### config.mk
export PLATFORM = sky130hd
export DESIGN_NAME = dcmac_vl_marker_loader
export DESIGN_NICKNAME = d
export VERILOG_FILES = /design/src/rtl/dcmac_vl_marker_loader.sv
export SDC_FILE = /design/constraint.sdc
export NUM_CORES = 1
export LEC_CHECK = 0
export CAP_MARGIN = 20
export CORE_UTILIZATION = 30
export DETAILED_ROUTE_END_ITERATION = 8
export GPL_ROUTABILITY_DRIVEN = 0
export HOLD_SLACK_MARGIN = 0.12
export PLACE_DENSITY = 0.61
export SLEW_MARGIN = 0
export SYNTH_ARGS = -nofsm -noshare
export SYNTH_HDL_FRONTEND = slang
export SYNTH_SLANG_ARGS = --single-unit
### constraint.sdc
create_clock -name clk -period 2.78 [get_ports clk]
set_input_delay 0.278 -clock clk [delete_from_list [all_inputs] [get_ports clk]]
set_output_delay 0.278 -clock clk [all_outputs]
set_load 0.05 [all_outputs]
### src/rtl/dcmac_vl_marker_loader.sv
// Sequenced loader for the DCMAC TX virtual-lane marker IDs and VL length words.
// Walks every port on start and emits one config write per entry over a valid/ready channel.
module dcmac_vl_marker_loader #(
  parameter int unsigned NUM_PORTS = 2,
  parameter int unsigned NUM_VL    = 20,
  parameter int unsigned LEN_100G  = 255,
  parameter int unsigned LEN_200G  = 256
) (
  input  logic                   clk,
  input  logic                   rst,
  input  logic [2*NUM_PORTS-1:0] cfg_mode_i,
  input  logic                   start_i,
  input  logic                   abort_i,
  output logic                   wr_valid_o,
  input  logic                   wr_ready_i,
  output logic [2:0]             wr_port_o,
  output logic [4:0]             wr_idx_o,
  output logic                   wr_is_len_o,
  output logic [63:0]            wr_data_o,
  output logic                   busy_o,
  output logic                   done_o,
  output logic                   aborted_o,
  output logic                   cfg_err_o
);

  typedef enum logic [2:0] {
    S_IDLE,
    S_SCAN,
    S_MARK,
    S_LEN,
    S_DONE
  } state_t;

  localparam logic [2:0]  LAST_PORT     = 3'(NUM_PORTS - 1);
  localparam logic [4:0]  LAST_IDX      = 5'(NUM_VL - 1);
  localparam logic [63:0] LEN_WORD_100G = 64'(LEN_100G);
  localparam logic [63:0] LEN_WORD_200G = 64'(LEN_200G);

  // Clause 82 lane markers: {M0,M1,M2,0x00,~M0,~M1,~M2,0x00}; only M0..M2 are stored.
  function automatic logic [63:0] vl_marker(input logic [4:0] idx);
    logic [23:0] m;
    case (idx)
      5'd0:    m = 24'hc16821;
      5'd1:    m = 24'h9d718e;
      5'd2:    m = 24'h594be8;
      5'd3:    m = 24'h4d957b;
      5'd4:    m = 24'hf50709;
      5'd5:    m = 24'hdd14c2;
      5'd6:    m = 24'h9a4a26;
      5'd7:    m = 24'h7b4566;
      5'd8:    m = 24'ha02476;
      5'd9:    m = 24'h68c9fb;
      5'd10:   m = 24'hfd6c99;
      5'd11:   m = 24'hb99155;
      5'd12:   m = 24'h5cb9b2;
      5'd13:   m = 24'h1af8bd;
      5'd14:   m = 24'h83c7ca;
      5'd15:   m = 24'h3536cd;
      5'd16:   m = 24'hc4314c;
      5'd17:   m = 24'hadd6b7;
      5'd18:   m = 24'h5f662a;
      5'd19:   m = 24'hc0f0e5;
      default: m = 24'h000000;
    endcase
    return {m, 8'h00, ~m, 8'h00};
  endfunction

  state_t                 state_q;
  logic [2*NUM_PORTS-1:0] mode_q;
  logic [2:0]             port_q;
  logic [4:0]             idx_q;
  logic                   wr_valid_q;
  logic                   wr_is_len_q;
  logic [63:0]            wr_data_q;
  logic                   busy_q;
  logic                   done_q;
  logic                   aborted_q;
  logic                   cfg_err_q;

  logic [1:0]  port_mode;
  logic        port_illegal;
  logic        last_port;
  logic [63:0] len_word;

  always_comb begin
    // NOTE: every always_comb output gets a default first so no latch is inferred.
    port_mode = 2'b00;
    for (int p = 0; p < int'(NUM_PORTS); p++) begin
      if (port_q == 3'(p)) port_mode = mode_q[2*p +: 2];
    end
    port_illegal = ((port_mode == 2'b11) && (port_q != 3'd0)) ||
                   ((port_mode == 2'b10) && port_q[0]);
    last_port    = (port_q == LAST_PORT);
    len_word     = (port_mode == 2'b01) ? LEN_WORD_100G : LEN_WORD_200G;
  end

  always_ff @(posedge clk or posedge rst) begin
    // NOTE: sequential state uses non-blocking assignments so every register samples pre-edge values.
    if (rst) begin
      state_q     <= S_IDLE;
      mode_q      <= '0;
      port_q      <= '0;
      idx_q       <= '0;
      wr_valid_q  <= 1'b0;
      wr_is_len_q <= 1'b0;
      wr_data_q   <= '0;
      busy_q      <= 1'b0;
      done_q      <= 1'b0;
      aborted_q   <= 1'b0;
      cfg_err_q   <= 1'b0;
    end else begin
      done_q    <= 1'b0;
      aborted_q <= 1'b0;
      if (abort_i && busy_q) begin
        // A handshake completing in this cycle has already been taken downstream.
        state_q     <= S_IDLE;
        busy_q      <= 1'b0;
        wr_valid_q  <= 1'b0;
        wr_is_len_q <= 1'b0;
        idx_q       <= '0;
        aborted_q   <= 1'b1;
      end else begin
        case (state_q)
          S_IDLE: begin
            if (start_i) begin
              mode_q    <= cfg_mode_i;
              port_q    <= '0;
              idx_q     <= '0;
              cfg_err_q <= 1'b0;
              busy_q    <= 1'b1;
              state_q   <= S_SCAN;
            end
          end
          S_SCAN: begin
            if ((port_mode == 2'b00) || port_illegal) begin
              if (port_illegal) cfg_err_q <= 1'b1;
              if (last_port) begin
                state_q <= S_DONE;
                busy_q  <= 1'b0;
                done_q  <= 1'b1;
              end else begin
                port_q <= port_q + 3'd1;
              end
            end else begin
              state_q     <= S_MARK;
              idx_q       <= '0;
              wr_valid_q  <= 1'b1;
              wr_is_len_q <= 1'b0;
              wr_data_q   <= vl_marker(5'd0);
            end
          end
          S_MARK: begin
            if (wr_ready_i) begin
              if (idx_q == LAST_IDX) begin
                state_q     <= S_LEN;
                idx_q       <= '0;
                wr_is_len_q <= 1'b1;
                wr_data_q   <= len_word;
              end else begin
                idx_q     <= idx_q + 5'd1;
                wr_data_q <= vl_marker(idx_q + 5'd1);
              end
            end
          end
          S_LEN: begin
            if (wr_ready_i) begin
              wr_valid_q  <= 1'b0;
              wr_is_len_q <= 1'b0;
              if (last_port) begin
                state_q <= S_DONE;
                busy_q  <= 1'b0;
                done_q  <= 1'b1;
              end else begin
                port_q  <= port_q + 3'd1;
                state_q <= S_SCAN;
              end
            end
          end
          S_DONE: begin
            state_q <= S_IDLE;
          end
          default: begin
            state_q <= S_IDLE;
          end
        endcase
      end
    end
  end

  assign wr_valid_o  = wr_valid_q;
  assign wr_port_o   = port_q;
  assign wr_idx_o    = idx_q;
  assign wr_is_len_o = wr_is_len_q;
  assign wr_data_o   = wr_data_q;
  assign busy_o      = busy_q;
  assign done_o      = done_q;
  assign aborted_o   = aborted_q;
  assign cfg_err_o   = cfg_err_q;

endmodule
==> Yosys cells after proc, flatten, opt, wreduce, memory -nomap -nowiden <==
Memories as Yosys holds them, arrays and structs flattened.
Index checks and enable logic that the tools add are counted.
{ "op_classes": {"n_bitwise": 2, "n_reduce_logical": 25, "n_eq_ne": 21, "n_mux": 56, "addsub": 2} }
{ "op_table": {"columns": ["op", "n"], "rows": [
  ["$mux 64", 3],
  ["$pmux 64 s2", 1],
  ["$mux 24", 4],
  ["$mux 3", 12],
  ["$mux 5", 5],
  ["$not 24->24", 1],
  ["$mux 1", 20],
  ["$reduce_and 5->1", 4],
  ["$ne 3x3->1 const B", 6],
  ["$pmux 5 s3", 1],
  ["$ne 2x2->1 const B", 6],
  ["$pmux 3 s4", 1],
  ["$reduce_and 4->1", 3],
  ["$reduce_bool 4->1", 3],
  ["$mux 9", 1],
  ["$pmux 3 s3", 1],
  ["$reduce_bool 3->1", 3],
  ["$eq 3x1->1 const B", 2],
  ["$eq 3x2->1 const B", 2],
  ["$logic_not 3->1", 2],
  ["$pmux 1 s2", 3],
  ["$pmux 1 s3", 2],
  ["$reduce_and 3->1", 2],
  ["$add 5x1->5 const B", 1],
  ["other kinds (11)", 17]
]} }
{ "totals": {"ff_bits": 85, "rom_bits": 768, "out_inout_bits": 78, "word_cells": 118, "input_bits": 9, "memories": 1} }
{ "memory_table": {"columns": ["name", "depth", "word_bits", "rd", "rd_ports_with_merged_regs", "wr", "line_no", "source"], "rows": [
  ["(no name shown)", 32, 24, 1, 0, 0, "42", "case (idx)"]
]} }

==> Logic depth before layout (Yosys ltp) <==
Gate-level depths: netlist of run 1.
{ "logic_depth": {"ltp_word": 10, "depth_mapped": 11, "ltp_nobuf": 9} }

==> Worst setup path before layout of run 1 <==
OpenSTA, ideal clock, no wires.
{ "synth_path": {"kind": "register -> register", "from": "reg idx_q[0], in the netlist wr_idx_o[0]", "to": "reg wr_data_q[48], in the netlist wr_data_o[48]", "required_ns": 2.659, "path_buffers": 1, "path_stages_with_launch": 10, "t_arrival_ns": 2.834, "synth_period_minus_slack_ns": 2.955, "setup_time_ns": 0.121, "slack_ns": -0.175, "path_cell_list": "dfrtp_1 > ha_1 > inv_1 > ha_1 > clkinv_1 > clkbuf_1 > ha_1 > o21ai_0 > a22o_1 > a22o_1"} }
{ "synth_between": {"elab_chain_cells": 9, "elab_cells_between_ends": 10, "cone_classes": "add/sub: 1; eq/ne: 1; mux: 7; memory: 1"} }
{ "synth_lines": {"columns": ["item", "line_no", "source"], "rows": [
  ["start: declaration", "71", "logic [4:0] idx_q;"],
  ["start signal: assignment", "160", "idx_q <= idx_q + 5'd1;"],
  ["$add 5x1->5", "161", "wr_data_q <= vl_marker(idx_q + 5'd1);"],
  ["$mem_v2 32x24", null, null],
  ["$mux 24", "154", "if (idx_q == LAST_IDX) begin"],
  ["$mux 24", "153", "if (wr_ready_i) begin"],
  ["$mux 24", "123", "case (state_q)"],
  ["$mux 24", "114", "if (abort_i && busy_q) begin"],
  ["$mux 64 *", "154", null],
  ["$mux 64 *", "153", null],
  ["$pmux 64 s2 *", "123", null],
  ["end signal: assignment", "149", "wr_data_q <= vl_marker(5'd0);"],
  ["end signal: assignment", "158", "wr_data_q <= len_word;"],
  ["end signal: assignment", "161", null],
  ["end: declaration", "74", "logic [63:0] wr_data_q;"]
]} }
Every way passes the cells marked *; elsewhere a longest branch is shown, timed or not. The select of a mux whose other input is x is not followed.
A chain may end at the register's enable or synchronous reset.

==> Worst setup path after layout of run 1 <==
{ "layout_path": {"from": "reg idx_q[0], in the netlist wr_idx_o[0]", "to": "reg wr_data_q[41], in the netlist wr_data_o[41]"} }
The elaborated chain is that of the path after synthesis.

==> results.yml, run 1 <==
outcome:
  status: "finished, final reports clean"
clock_tree:
  cts_tree: "built"
  post_cts_buffers: 0
  clk_latency_ns: 0.34
  clk_pin_slew_ns: 0.05
  cts_inserted_buffers: 9
  hold_buffers: 0
  cts-resized-gates: 0
  cts.path.max_buffers: 2
  clockRootBuffer: "clkbuf_16"
  numClockSinks: 70
  ctsHtreeMaxLevel: 3
pwr:
  power.share.switching: 0.483
  switching_power_mw: 3.01
  intPower_mw: 3.22
  p_seq_frac: 0.256
  p_leak_nw: 2.32
  pwr-share-comb: 0.573
  power_density_nw_per_um2: 1090
  ir_drop_uv: 498
  pwr-share-clk: 0.171
placement:
  port_buffers: 78
  dpl.hpwl_mm: 9.68
  post-place-ws_ns: 0.314
timing:
  fin_skew_ns: 0.00884
  timing.final.ws_setup_ns: 0.268
  slew_violations: 0
  setup_viol: 0
  tns_ns: 0
  tightest_slew_ns: 0.641
  slew_headroom: 0.572
  rsz0062_at_grt: "false"
  final.period_utilization: 0.904
  fmax_ghz: 0.398
  report.final.hold_viol_count: 0
  period_needed_ns: 2.51
setup_path:
  required_ns: 3.01
  arrival_ns: 2.74
  path_cells: "buf_4 > inv_1 > ha_1 > nor2b_1 > o21ai_0 > a221oi_1 > nor2_1 > a22o_1"
  r2r-end: "wr_data_o[41]"
  criticalPathCategory: "flip-flop to flip-flop"
  cp.buffers_inverters: 2
  cp_slowest_cell: "ha_1"
  max_stage_delay_ns: 0.70
  crit_fanout: 27
  endpoint_kind: "flip-flop"
  regToRegSetupSlack_ns: 0.27
  crit_family: "adder cells"
  start_kind: "flip-flop"
  rr_worst_depth: 8
  rr_startpoint: "wr_idx_o[0]"
layout:
  drive_gt1_frac: 0.126
  nets: 597
  fill_cells: 1479
  area_growth_pct: 28.1
  num_antenna_cells: 0
floorplanning:
  dieHeight_um: 124
  num_rows: 44
  core_um2: 14500
  fp.dieW_um: 124
  initial_core_util: 0.307
  ios: 87
  dieArea_um2: 15300
synthesis:
  ys_ff_latch: 70
  synth.cell_area_um2: 4460
  yosysMostFrequentCell: "dfrtp_1"
  yosysWarnings: 0
  syn_avg_cell_area_um2: 8.82
  synth_top_cell_area_share: 0.393
  synthTopCellsByCount: "dfrtp_1 (70), nor2_1 (50), nand2_1 (49)"
  seq_area_frac_synth: 0.393
  syn_inst: 505
  synth_largest_area_cell: "dfrtp_1"
  synth_edf_count: 0
  yosys-top-cells-area: "dfrtp_1 (39%), o21ai_0 (4.3%), nor2_1 (4.2%)"
  synth.distinct_cells: 67
  ys_dominant_reg_cell: "dfrtp_1"
  ys_async_sr_fraction: 1.00
global_routing:
  grt_start_max_net_pins: 43
  track_usage: 0.186
  grt_pass1_wl_mm: 21.9
  antenna_found_initial: 0
  grt_pass1_vias: 4189
  grt_overflow_total: 0
min_path:
  hp-class: "input port to asynchronous set/reset pin"
job:
  drv_cap: 0
drt:
  drc: 0
  dr.pass1.iters: 5
  vias: 4270
  wirelength_mm: 13.4
  post_drt_wl_per_cell_um: 17.6
  ant_nets: 0
  viasPerCell: 5.58
  drt_iter0_drc: 282
==> sequential cells by signal (all words and copies together), names as in the netlist, 3 cells and up <==
register	cells
mode_q	4
state_q	3
wr_data_o	49
wr_idx_o	5
wr_port_o	3
==> final cells by class <==
type	count	area (µm²)	area share
Timing Repair Buffer	106	1020	0.178
Sequential cell	70	1760	0.308
Multi-Input combinational cell	377	2380	0.418
Tap cell	184	230	0.0403
Clock inverter	6	37.5	0.00658
Clock buffer	10	239	0.0419
Inverter	12	45.0	0.00789
==> layer usage <==
layer	GRT usage	wire, µm	share of wire
met2	0.298	6300	0.47
met1	0.234	5800	0.43
met3	0.0549	969	0.072
met5	0	0	0
met4	0.0738	364	0.027
==> how the worst max path moves through the flow <==
stage	startpoint	to	slack [ns]	cells past startpoint
after floorplan	wr_idx_o[0]	wr_data_o[48]	0.05	9
after global placement	wr_port_o[0]	busy_o	0.37	7
after detailed placement	wr_idx_o[0]	wr_data_o[41]	0.31	8
after CTS	wr_idx_o[0]	wr_data_o[41]	0.30	8
after global routing	wr_idx_o[0]	wr_data_o[41]	0.08	8
final	wr_idx_o[0]	wr_data_o[41]	0.27	8
==> power groups by stage <==
stage               sequential, mW  clock [mW]  combinational (mW)
global route                  1.64        1.13                3.84
global placement              1.60           0                3.53
floorplan                     2.56           0                1.50
detailed placement            1.62           0                3.56
CTS                           1.60        1.08                3.57
finish                        1.60        1.06                3.57
==> logic make-up after synthesis <==
kind of cell / share of synthesized area
AOI/OAI and AO/OA: 0.281
and+or+nand+nor: 0.172
DFF: 0.393
buffers and inverters: 0.0778
adders and majority gates: 0.0337
muxes: 0.0191
xor gates and xnor gates: 0.0219
other: 0.000842
==> layout by cell type, fill, tap and decap left out, drive strengths merged, types with 4 or more instances in the layout <==
| cell | synthesis | routed |
|---|---|---|
| o21ai | 45 | 45 |
| a211oi | 5 | 5 |
| o31ai | 5 | 5 |
| a21oi | 32 | 32 |
| nand2 | 50 | 50 |
| nand3b | 4 | 4 |
| nor2 | 51 | 51 |
| inv | 11 | 11 |
| conb | 1 | 8 |
| dfrtp | 70 | 70 |
| clkdlybuf4s50 | 0 | 78 |
| a21o | 7 | 7 |
| nor3 | 14 | 14 |
| a22o | 16 | 16 |
| mux2 | 4 | 4 |
| clkinv | 1 | 4 |
| o221ai | 4 | 4 |
| a31oi | 7 | 7 |
| mux2i | 4 | 4 |
| o21a | 6 | 6 |
| o211ai | 7 | 7 |
| a221oi | 4 | 4 |
| o22ai | 16 | 16 |
| nor2b | 4 | 4 |
| clkbuf | 17 | 10 |
| buf | 36 | 28 |
| ha | 12 | 12 |
| xnor2 | 5 | 5 |
| nand2b | 9 | 9 |
| nand3 | 17 | 17 |
==> metrics by stage <==
stage               instances  cell area, µm²  power (mW)  hold slack, ns   util
CTS                       765            5710        6.26           0.383  0.393
global route              765            5710        6.62           0.412  0.393
detailed placement        749            5430        5.17           0.473  0.374
finish                    765            5710        6.23           0.344  0.393
global placement          749            5430        5.13           0.467  0.374
floorplan                 512            4490        4.06           0.391      -
Note: power is estimated with default switching activity, not from simulation.
==> inputs of run 2 (changes only) <==
REMOVE_ABC_BUFFERS = 1   (was default)
==> results.yml, run 2 (synthesis results as in run 1) <==
outcome:
  status: "finished, final reports clean"
floorplanning:
  dieArea_um2: 15300
  core_um2: 14500
  num_rows: 44
  dieHeight_um: 124
  ios: 87
  fp.dieW_um: 124
  initial_core_util: 0.307
drt:
  viasPerCell: 5.59
  post_drt_wl_per_cell_um: 17.2
  drc: 0
  dr.pass1.iters: 5
  vias: 4262
  wirelength_mm: 13.1
  drt_iter0_drc: 317
  ant_nets: 0
placement:
  dpl.hpwl_mm: 9.22
  dp.cells: 744
  port_buffers: 78
  post-place-ws_ns: 0.0415
layout:
  fill_cells: 1499
  fin_cells: 762
  largest_reg_flops: 49
  final_common_cell: "clkdlybuf4s50_1"
  multi_input_area_um2: 2390
  nets: 595
  layout_common_cells: "clkdlybuf4s50_1 (78), dfrtp_1 (70), nor2_1 (50)"
  regArea_um2: 1750
  area_growth_pct: 28.1
  drive_gt1_frac: 0.118
  num_antenna_cells: 0
clock_tree:
  ctsHtreeMaxLevel: 3
  cts_inserted_buffers: 9
  numClockSinks: 70
  cts_tree: "built"
  clk_latency_ns: 0.34
  clk_pin_slew_ns: 0.06
  hold_buffers: 0
  clockRootBuffer: "clkbuf_16"
  cts.path.max_buffers: 2
job:
  drv_cap: 0
setup_path:
  rr_startpoint: "wr_idx_o[0]"
  rr_worst_depth: 7
  path_cells: "ha_1 > inv_1 > ha_1 > clkinvlp_4 > ha_1 > a222oi_1 > o21ai_0"
  endpoint_kind: "flip-flop"
  cp_slowest_cell: "ha_1"
  cp-endpoint: "wr_data_o[43]"
  arrival_ns: 2.77
  crit_path_frequent_cell: "ha_1"
  r2r-end: "wr_data_o[43]"
  regToRegSetupSlack_ns: 0.21
  crit_fanout: 20
  crit_start: "wr_idx_o[0]"
  max_stage_delay_ns: 0.51
  start_kind: "flip-flop"
  criticalPathCategory: "flip-flop to flip-flop"
  required_ns: 2.98
timing:
  rsz0062_at_grt: "false"
  setup_viol: 0
  slew_headroom: 0.599
  fin_skew_ns: 0.00534
  tightest_slew_ns: 0.602
  timing.final.ws_setup_ns: 0.214
  slew_violations: 0
  final.period_utilization: 0.923
  report.final.hold_viol_count: 0
  fmax_ghz: 0.390
  tns_ns: 0
  period_needed_ns: 2.57
global_routing:
  grt_overflow_total: 0
  grt_pass1_vias: 4085
  grt_pass1_wl_mm: 21.5
  track_usage: 0.182
  antenna_found_initial: 0
  grt_start_max_net_pins: 71
pwr:
  p_leak_nw: 2.33
  power_mw: 6.30
  ir_drop_uv: 511
  power_density_nw_per_um2: 1100
min_path:
  hp-class: "input port to asynchronous set/reset pin"
## run 2: cell types whose count changed in the layout (fill, tap and decap cells not counted), moves of 2 or more
| cell | before | now |
|---|---|---|
| dfrtp_2 | 3 | 0 |
| clkinv_2 | 3 | 1 |
| dfrtp_1 | 67 | 70 |
| clkinvlp_4 | 3 | 1 |
## run 2: layer usage
metal	track usage	vias up	routed length, µm
li1	-	1967	-
met1	0.251	2070	5940
met2	0.275	195	5940
met3	0.0453	30	959
met4	0.0648	0	285
met5	0	-	0
## run 2: timing repair
item                       in CTS  in global routing
setup buffers                   0                  3
setup endpoints to repair       0                 20
gates resized for setup         0                  2
## run 2: worst min path at each step
stage	from	end	slack, ns	cells past startpoint
2_1_floorplan	abort_i	busy_o	0.39	1
3_3_place_gp	wr_data_o[46]	wr_data_o[46]	0.47	2
3_5_place_dp	wr_data_o[54]	wr_data_o[54]	0.48	1
4_1_cts	rst	wr_data_o[8]	0.35	3
5_1_grt	rst	wr_data_o[8]	0.38	3
6_report	rst	wr_data_o[17]	0.34	3
## run 2: critical path, delay by kind of cell, from the launching register on
| family | cells | cell delay (ns) |
|---|---|---|
| buf+inv | 2 | 0.51 |
| compound gates | 2 | 0.55 |
| fa+ha+maj | 3 | 1.00 |
| flops | 1 | 0.37 |
## run 2: per-stage QoR
| stage | cell area [µm²] | util | hold WS, ns |
|---|---|---|---|
| final | 5710 | 0.393 | 0.337 |
| after detailed placement | 5380 | 0.370 | 0.483 |
| after floorplan | 4180 | - | 0.391 |
| after CTS | 5680 | 0.391 | 0.348 |
| after global routing | 5710 | 0.393 | 0.381 |
| after global placement | 5380 | 0.370 | 0.471 |
## run 2: cell type report
class,count,area share
sequential,70,0.307
inverter,12,0.00855
multi-input combinational,377,0.418
timing repair buffer,104,0.173
tap,184,0.0403
clock buffer,12,0.0449
clock inverter,3,0.00767
## run 2: power by group
| part | internal [mW] | total [mW] | switching [mW] |
|---|---|---|---|
| clock network | 0.738 | 1.17 | 0.433 |
| registers | 1.36 | 1.59 | 0.230 |
| logic | 1.23 | 3.54 | 2.31 |
